===== config.mk =====
export PLATFORM = sky130hd
export DESIGN_NAME = mem_access
export DESIGN_NICKNAME = d
export VERILOG_FILES = /design/src/rtl/mem_access.sv
export SDC_FILE = /design/constraint.sdc
export NUM_CORES = 1
export LEC_CHECK = 0
export CORE_MARGIN = 3
export CORE_UTILIZATION = 35
export CTS_BUF_LIST = sky130_fd_sc_hd__clkbuf_8
export DETAILED_ROUTE_END_ITERATION = 16
export GPL_TIMING_DRIVEN = 1
export PLACE_DENSITY_LB_ADDON = 0.08
export SYNTH_ARGS = -nofsm -noshare
export SYNTH_HDL_FRONTEND = slang
export SYNTH_SLANG_ARGS = --single-unit

===== constraint.sdc =====
create_clock -name clk -period 2.46 [get_ports clk]
set_input_delay 0.492 -clock clk [delete_from_list [all_inputs] [get_ports clk]]
set_output_delay 0.492 -clock clk [all_outputs]
set_load 0.05 [all_outputs]

===== src/rtl/mem_access.sv =====
// mem_access: MEM pipeline stage that turns EX/MEM load/store ops into dmem requests and fills MEM/WB.
//
// Ports
//   clk, reset_n              clock (rising edge) and asynchronous active-low reset
//   ex_mem_*                  EX/MEM register fields and control; held stable while mem_stall=1
//   dmem_req_valid/ready      request handshake; dmem_we/addr/wdata/wstrb are the request payload
//   dmem_rsp_valid/rdata      read/write response, only honoured while waiting for one
//   mem_wb_*                  registered MEM/WB fields (bubble on stalled, aborted or rejected edges)
//   mem_stall                 freezes upstream while a memory op is pending and not completing
//   bus_err                   one-cycle pulse in the cycle a pending op is aborted by timeout
//   misalign_err              one-cycle pulse for a rejected misaligned op
//
// Parameter TIMEOUT_CYCLES (1..255): the op is aborted in its TIMEOUT_CYCLES-th cycle in REQ/WAIT.
// Define MEM_ACCESS_MISALIGN_CHECK_EN to reject misaligned halfword/word accesses; without it they
// are issued as-is and lanes past bit 31 are dropped.
module mem_access #(
   parameter int TIMEOUT_CYCLES = 255
) (
   input  logic        clk,
   input  logic        reset_n,
   input  logic [31:0] ex_mem_alu_result,
   input  logic [31:0] ex_mem_rs2_data,
   input  logic [4:0]  ex_mem_rd,
   input  logic        ex_mem_RegWrite,
   input  logic        ex_mem_MemRead,
   input  logic        ex_mem_MemWrite,
   input  logic        ex_mem_MemToReg,
   input  logic [2:0]  ex_mem_funct3,
   output logic        dmem_req_valid,
   input  logic        dmem_req_ready,
   output logic        dmem_we,
   output logic [31:0] dmem_addr,
   output logic [31:0] dmem_wdata,
   output logic [3:0]  dmem_wstrb,
   input  logic        dmem_rsp_valid,
   input  logic [31:0] dmem_rdata,
   output logic [31:0] mem_wb_alu_result,
   output logic [31:0] mem_wb_mem_data,
   output logic [4:0]  mem_wb_rd,
   output logic        mem_wb_RegWrite,
   output logic        mem_wb_MemToReg,
   output logic        mem_stall,
   output logic        bus_err,
   output logic        misalign_err
);
   typedef enum logic [1:0] {IDLE, REQ, WAIT} state_t;
   localparam logic [7:0] TMO_LAST = 8'(TIMEOUT_CYCLES - 1);
   state_t state, state_nx;
   logic [7:0] cnt;
   logic [1:0] off;
   logic [31:0] lane, load_data;
   logic mem_op, misalign, issue, done, tmo, wr, sx;
   assign mem_op = ex_mem_MemRead | ex_mem_MemWrite;
   assign off = ex_mem_alu_result[1:0];
`ifdef MEM_ACCESS_MISALIGN_CHECK_EN
   // funct3[1:0]: 00 byte, 01 half, 1x word
   assign misalign = mem_op && ((ex_mem_funct3[1:0] == 2'b01 && off[0]) || (ex_mem_funct3[1] && off != 2'b00));
`else
   assign misalign = 1'b0;
`endif
   assign issue = state == IDLE && mem_op && !misalign;
   assign done = state == WAIT && dmem_rsp_valid;
   // a response landing in the timeout cycle wins over the abort
   assign tmo = state != IDLE && !done && cnt == TMO_LAST;
   assign wr = (state == IDLE && !mem_op) || done;
   always_comb begin
      state_nx = state;
      case (state)
         IDLE:    if (issue) state_nx = dmem_req_ready ? WAIT : REQ;
         REQ:     if (tmo) state_nx = IDLE; else if (dmem_req_ready) state_nx = WAIT;
         WAIT:    if (done || tmo) state_nx = IDLE;
         default: state_nx = IDLE;
      endcase
   end
   // input-driven outputs are masked so they read 0 while reset is held
   assign dmem_req_valid = reset_n && (issue || state == REQ);
   assign mem_stall = reset_n && (issue || (state != IDLE && !done && !tmo));
   assign misalign_err = reset_n && state == IDLE && misalign;
   assign bus_err = tmo;
   assign dmem_we = ex_mem_MemWrite;
   assign dmem_addr = ex_mem_alu_result;
   assign dmem_wdata = ex_mem_funct3[1:0] == 2'b00 ? {4{ex_mem_rs2_data[7:0]}}
                     : ex_mem_funct3[1:0] == 2'b01 ? {2{ex_mem_rs2_data[15:0]}} : ex_mem_rs2_data;
   assign dmem_wstrb = !ex_mem_MemWrite ? 4'b0000
                     : ex_mem_funct3[1:0] == 2'b00 ? 4'b0001 << off
                     : ex_mem_funct3[1:0] == 2'b01 ? 4'b0011 << {off[1], 1'b0} : 4'b1111;
   assign sx = ~ex_mem_funct3[2];
   assign lane = dmem_rdata >> {off, 3'b000};
   assign load_data = ex_mem_funct3[1:0] == 2'b00 ? {{24{sx & lane[7]}}, lane[7:0]}
                    : ex_mem_funct3[1:0] == 2'b01 ? {{16{sx & lane[15]}}, lane[15:0]} : lane;
   always_ff @(posedge clk or negedge reset_n)
      if (!reset_n) begin
         state <= IDLE;
         cnt <= 8'd0;
         mem_wb_alu_result <= 32'd0;
         mem_wb_mem_data <= 32'd0;
         mem_wb_rd <= 5'd0;
         mem_wb_RegWrite <= 1'b0;
         mem_wb_MemToReg <= 1'b0;
      end else begin
         state <= state_nx;
         cnt <= (state != IDLE && state_nx != IDLE) ? cnt + 8'd1 : 8'd0;
         mem_wb_alu_result <= wr ? ex_mem_alu_result : 32'd0;
         mem_wb_mem_data <= (done && !ex_mem_MemWrite) ? load_data : 32'd0;
         mem_wb_rd <= wr ? ex_mem_rd : 5'd0;
         mem_wb_RegWrite <= wr && ex_mem_RegWrite && !ex_mem_MemWrite;
         mem_wb_MemToReg <= wr && ex_mem_MemToReg;
      end
endmodule


Yosys cells after proc, flatten, opt, wreduce, memory -nomap -nowiden
Index checks and enable logic that the tools add are counted.

$add $sub $neg: 1. Eq/ne operators: 4. Shift-type cells: 3. Multiplexer cells: 17. Bitwise logic cells: 4. Reductions and logical operators: 25.

Operators by type and width (count): 32-bit 2-to-1 mux (6); 32-bit by 5-bit right shift with 32-bit output (1); 1-bit logical AND (13); 4-bit 2-to-1 mux (3); 2-bit 2-to-1 mux (5); 8-bit by 1-bit adder with 8-bit output, second input constant (1); 8-bit equality test, second input constant (1); 8-bit 2-to-1 mux (1); 2-bit one-hot mux with 3 select lines (1); 5-bit 2-to-1 mux (1); 2-bit by 1-bit equality test with 1-bit output, second input constant (2); 1-bit zero test (4); 2-bit zero test (2); 1-bit logical OR (4); 2-bit nonzero test (2); 1-bit by 2-bit << shifter with 4-bit output, first input constant (1); 2-bit by 2-bit << shifter with 4-bit output, first input constant (1); 1-bit bitwise AND (2); 2-bit equality test, second input constant (1); 1-bit inverter (1); 1-bit OR (1).

Bits in registers: 81. Bits of input ports: 112.

Logic depth before layout (Yosys ltp)
Word-level depth: 11. Mapped depth: 6.

Least setup slack after synthesis
OpenSTA, ideal clock, no wires.

Kind: in2out. From: input ex_mem_funct3[0]. To: output dmem_wdata[24]. Arrival time: 2.193 ns. Slack: -0.225 ns. Stages: 4. Buffers on the path: 2. Cell sequence: clkbuf_1 > buf_2 > mux2i_1 > o21ai_0.

Longest elaborated chain between the ends: 3.

Ends and longest elaborated chain: start: declaration (line 28) `input logic [2:0] ex_mem_funct3,`; 2-bit by 1-bit equality test with 1-bit output (line 83) `: ex_mem_funct3[1:0] == 2'b01 ? {2{ex_mem_rs2_data[15:0]}} : ex_mem_rs2_data;`; 32-bit 2-to-1 mux (line 83); 32-bit 2-to-1 mux * (line 82) `assign dmem_wdata = ex_mem_funct3[1:0] == 2'b00 ? {4{ex_mem_rs2_data[7:0]}}`; end: declaration (line 33) `output logic [31:0] dmem_wdata,`.

Every way passes the cells marked *; elsewhere a longest branch is shown, timed or not.

Worst setup path after layout
From: input ex_mem_funct3[1]. To: output dmem_wdata[19].

The elaborated chain is that of the path after synthesis.

==> flow_summary.json <==
{
  "ir_worst_vdd_mv": 0.353,
  "grt_remaining_overflow": 0,
  "dieWidth_um": 114,
  "numPlacedInstances": 715,
  "multi_input_combinational_cell_area_mm2": 0.00160,
  "result_of_the_run": "finished clean",
  "postLayoutCellArea_mm2": 0.00685,
  "hold_fails_final_rpt": 0,
  "die_area_mm2": 0.0129,
  "drt-vias-per-instance": 4.80,
  "synth-edff-count": 0,
  "final_cells": 732,
  "clk_transition_reported_paths_ns": 0.08,
  "slew_viol_final": 0,
  "starting_density_pct": 36.5,
  "cts-root-buf": "sky130_fd_sc_hd__clkbuf_8",
  "avgSynthCellArea_um2": 10.9,
  "die_h_um": 114,
  "detailedRoute.firstPassIterationCount": 5,
  "drv.max_cap_violation_count": 0,
  "post_drt_wl_per_cell_um": 16.8,
  "drt_iter0_drc": 85,
  "flow.area_growth_from_synthesis_pct": 69.3,
  "dp.final_hpwl_um": 9780,
  "placement_rows": 38,
  "clock_insertion_delay_worst_skew_ns": 0.36,
  "gp_routability_congestion": 0.824,
  "final.min_clock_period_ns": 2.39,
  "core_area_mm2": 0.0111,
  "layout_worst_path_cycle_share_pct": 97.0,
  "cts_tree": "yes",
  "routed_wirelength_um": 12300,
  "yosysSeqAreaShare_pct": 50.1,
  "postCtsSetupBuffers": 0,
  "final_antenna_violating_net_count": 0,
  "placed_area_mm2": 0.00664,
  "post_placement_setup_slack_ns": 0.00681,
  "final-setup-viol-count": 0,
  "timing.critical_path.depth": 4,
  "final_layout_size_suffix_gt1_share_pct": 22.5,
  "slowest_stage": "sky130_fd_sc_hd__clkdlybuf4s50_1",
  "buffer_ports.inserted": 254,
  "max_slew_margin_pct": 33.3,
  "antenna_cells_inserted": 0,
  "top_reg_cell_synth": "sky130_fd_sc_hd__dfrtp_1",
  "clock_skew_ns": 0.0111,
  "sequential_cell_area_mm2": 0.00203,
  "maximum_number_of_pins_on_one_net_before_global_route_repair": 78,
  "cp_data_required_time_ns": 1.97,
  "synth_area_mm2": 0.00405,
  "cts_resized": 0,
  "max_freq_mhz": 419,
  "rsz_0062_raised_after_global_routing": "false",
  "setup_slack_ns": 0.0728,
  "ys_ff_latch": 81,
  "first_pass_grt_wire_length_um": 19100,
  "start_kind": "primary input",
  "drt_drc_violations_left": 0,
  "critPathMaxStageDelay_ns": 0.52,
  "grt.total_usage_pct": 18.9,
  "tns_ns": 0,
  "io-pin-count": 256,
  "synthDistinctLibCells": 43,
  "tightestPinTransition_ns": 0.999,
  "critPathCaptureType": "primary output",
  "finalCoreUtilization_pct": 61.9,
  "timing.critical_path.mode_cell": "sky130_fd_sc_hd__buf_4",
  "post_synthesis_instance_total": 370,
  "synth_nets": 484,
  "cp.buffers_inverters": 3,
  "numCtsBuffers": 9,
  "first_global_vias": 3681,
  "worstRegToRegCells": 4,
  "cts_sinks": 81,
  "nets_finish": 701,
  "crit_chain": "clkdlybuf4s50_1 -> buf_4 -> mux2_2 -> buf_4",
  "hold_removal_path_class": "primary input to asynchronous set/reset pin",
  "timing.setup.critical_path_class": "primary input to primary output",
  "critical_path.top_delay_family": "buffers and inverters",
  "cp_max_fo": 29,
  "clockBufferDepth": 2,
  "power_density_mw_per_mm2": 631,
  "cts-htree-levels": 3,
  "final.fill_count": 942,
  "ys_async_sr_fraction_pct": 100,
  "grt_antenna_before_repair": 0,
  "synth_warnings": 0,
  "route.vias.total": 3517,
  "arrival_ns": 1.90,
  "leakage_uw": 0.00311
}
-- cells by family (layout without fill, tap and decap cells) --
| family | after synthesis | in the layout | share of synthesized area (%) |
|---|---|---|---|
| simple gates | 109 | 109 | 14.9 |
| flops | 81 | 81 | 50.1 |
| fa+ha+maj | 2 | 2 | 0.618 |
| compound gates | 63 | 63 | 11.3 |
| buf+inv | 66 | 288 | 10.4 |
| xor+xnor | 7 | 7 | 1.51 |
| mux | 41 | 41 | 11.2 |
| other cells | 1 | 1 | 0.0926 |
-- area by class of cell --
class / instances / share of cell area (%)
multi-input combinational: 223 / 23.4
inverter: 4 / 0.219
sequential: 81 / 29.6
tap: 140 / 2.56
clock inverter: 7 / 1.22
clock buffer: 9 / 1.81
timing repair buffer: 268 / 41.2
-- power breakdown --
| group | leakage, uW | internal, uW | switching (uW) |
|---|---|---|---|
| registers | 0.00111 | 1460 | 68.0 |
| clock network | 0.000103 | 489 | 533 |
| logic | 0.00190 | 705 | 1070 |
-- layer usage --
metal  global-route usage [%]  up-vias  share of wire, %
met5                        0        -                 0
met4                     4.81        0               1.3
met3                     7.90       12                12
met2                     33.0      184                50
met1                     21.5     1645                37
li1                         -     1676                 -
-- placed cells by master, fill, tap and decap left out, types with 3 or more instances in the layout --
cell type	synthesis	layout
sky130_fd_sc_hd__xor2_1	5	5
sky130_fd_sc_hd__and2_1	38	38
sky130_fd_sc_hd__nand3b_1	3	3
sky130_fd_sc_hd__a211oi_1	14	14
sky130_fd_sc_hd__inv_6	0	3
sky130_fd_sc_hd__dfrtp_1	81	81
sky130_fd_sc_hd__mux2i_1	17	17
sky130_fd_sc_hd__nand2_1	12	12
sky130_fd_sc_hd__o21ai_0	18	10
sky130_fd_sc_hd__a21o_1	9	9
sky130_fd_sc_hd__nor2b_1	13	13
sky130_fd_sc_hd__a221oi_1	7	7
sky130_fd_sc_hd__nand3_1	3	3
sky130_fd_sc_hd__nor2_1	23	22
sky130_fd_sc_hd__mux2_2	23	23
sky130_fd_sc_hd__nor3_1	3	3
sky130_fd_sc_hd__a21oi_1	7	7
sky130_fd_sc_hd__buf_4	43	57
sky130_fd_sc_hd__clkdlybuf4s50_1	0	180
sky130_fd_sc_hd__nand2b_1	3	3
sky130_fd_sc_hd__buf_12	0	29
sky130_fd_sc_hd__clkbuf_8	0	9
sky130_fd_sc_hd__inv_1	4	4
sky130_fd_sc_hd__o21ai_1	1	9
-- timing repair --
item                                    CTS  global route
hold endpoints to repair                  4             0
hold buffers                              1             0
endpoints found under the setup margin    0             0
-- through the flow --
step | hold WS, ns | power (uW)
final | 0.522 | 4330
after global routing | 0.516 | 4540
after CTS | 0.487 | 4380
after detailed placement | 0.304 | 3350
after global placement | 0.302 | 3330
after floorplan | 0.196 | 2610
-- cell usage after synthesis (2+ instances only) --
master                      n  area share [%]
sky130_fd_sc_hd__xor2_1     5             1.1
sky130_fd_sc_hd__a221oi_1   7             1.5
sky130_fd_sc_hd__xnor2_1    2            0.43
sky130_fd_sc_hd__and3_1     2            0.31
sky130_fd_sc_hd__nand3b_1   3            0.56
sky130_fd_sc_hd__a21o_1     9             1.7
sky130_fd_sc_hd__nand3_1    3            0.37
sky130_fd_sc_hd__mux2i_1   17             4.2
sky130_fd_sc_hd__nor2b_1   13             2.0
sky130_fd_sc_hd__inv_1      4            0.37
sky130_fd_sc_hd__buf_2     10             1.2
sky130_fd_sc_hd__dfrtp_1   81              50
sky130_fd_sc_hd__nand2b_1   3            0.46
sky130_fd_sc_hd__ha_1       2            0.62
sky130_fd_sc_hd__nor3_1     3            0.37
sky130_fd_sc_hd__o21ai_0   18             2.2
sky130_fd_sc_hd__buf_4     43             8.0
sky130_fd_sc_hd__clkbuf_1   8            0.74
sky130_fd_sc_hd__nand4_1    2            0.31
sky130_fd_sc_hd__and2_1    38             5.9
sky130_fd_sc_hd__a211oi_1  14             2.6
sky130_fd_sc_hd__nand2_1   12             1.1
sky130_fd_sc_hd__mux2_2    23             6.4
sky130_fd_sc_hd__a21oi_1    7            0.87
sky130_fd_sc_hd__nor2_1    23             2.1
-- worst paths after layout --
kind	slack, ns	start	to
hold reg to reg	0.54	cnt[5]	cnt[5]
setup / recovery	0.07	ex_mem_funct3[1]	dmem_wdata[19]
min in group clk	0.54	cnt[5]	cnt[5]
hold / removal	0.52	reset_n	mem_wb_RegWrite
max in group asynchronous	0.80	reset_n	mem_wb_alu_result[15]
setup reg to reg	0.56	state[1]	mem_wb_alu_result[26]
-- sequential cells by signal, indices dropped and copies added, names as in the netlist --
name,cells
cnt,8
mem_wb_mem_data,32
mem_wb_rd,5
mem_wb_MemToReg,1
mem_wb_RegWrite,1
mem_wb_alu_result,32
state,2
(Power assumes the default switching activity.)
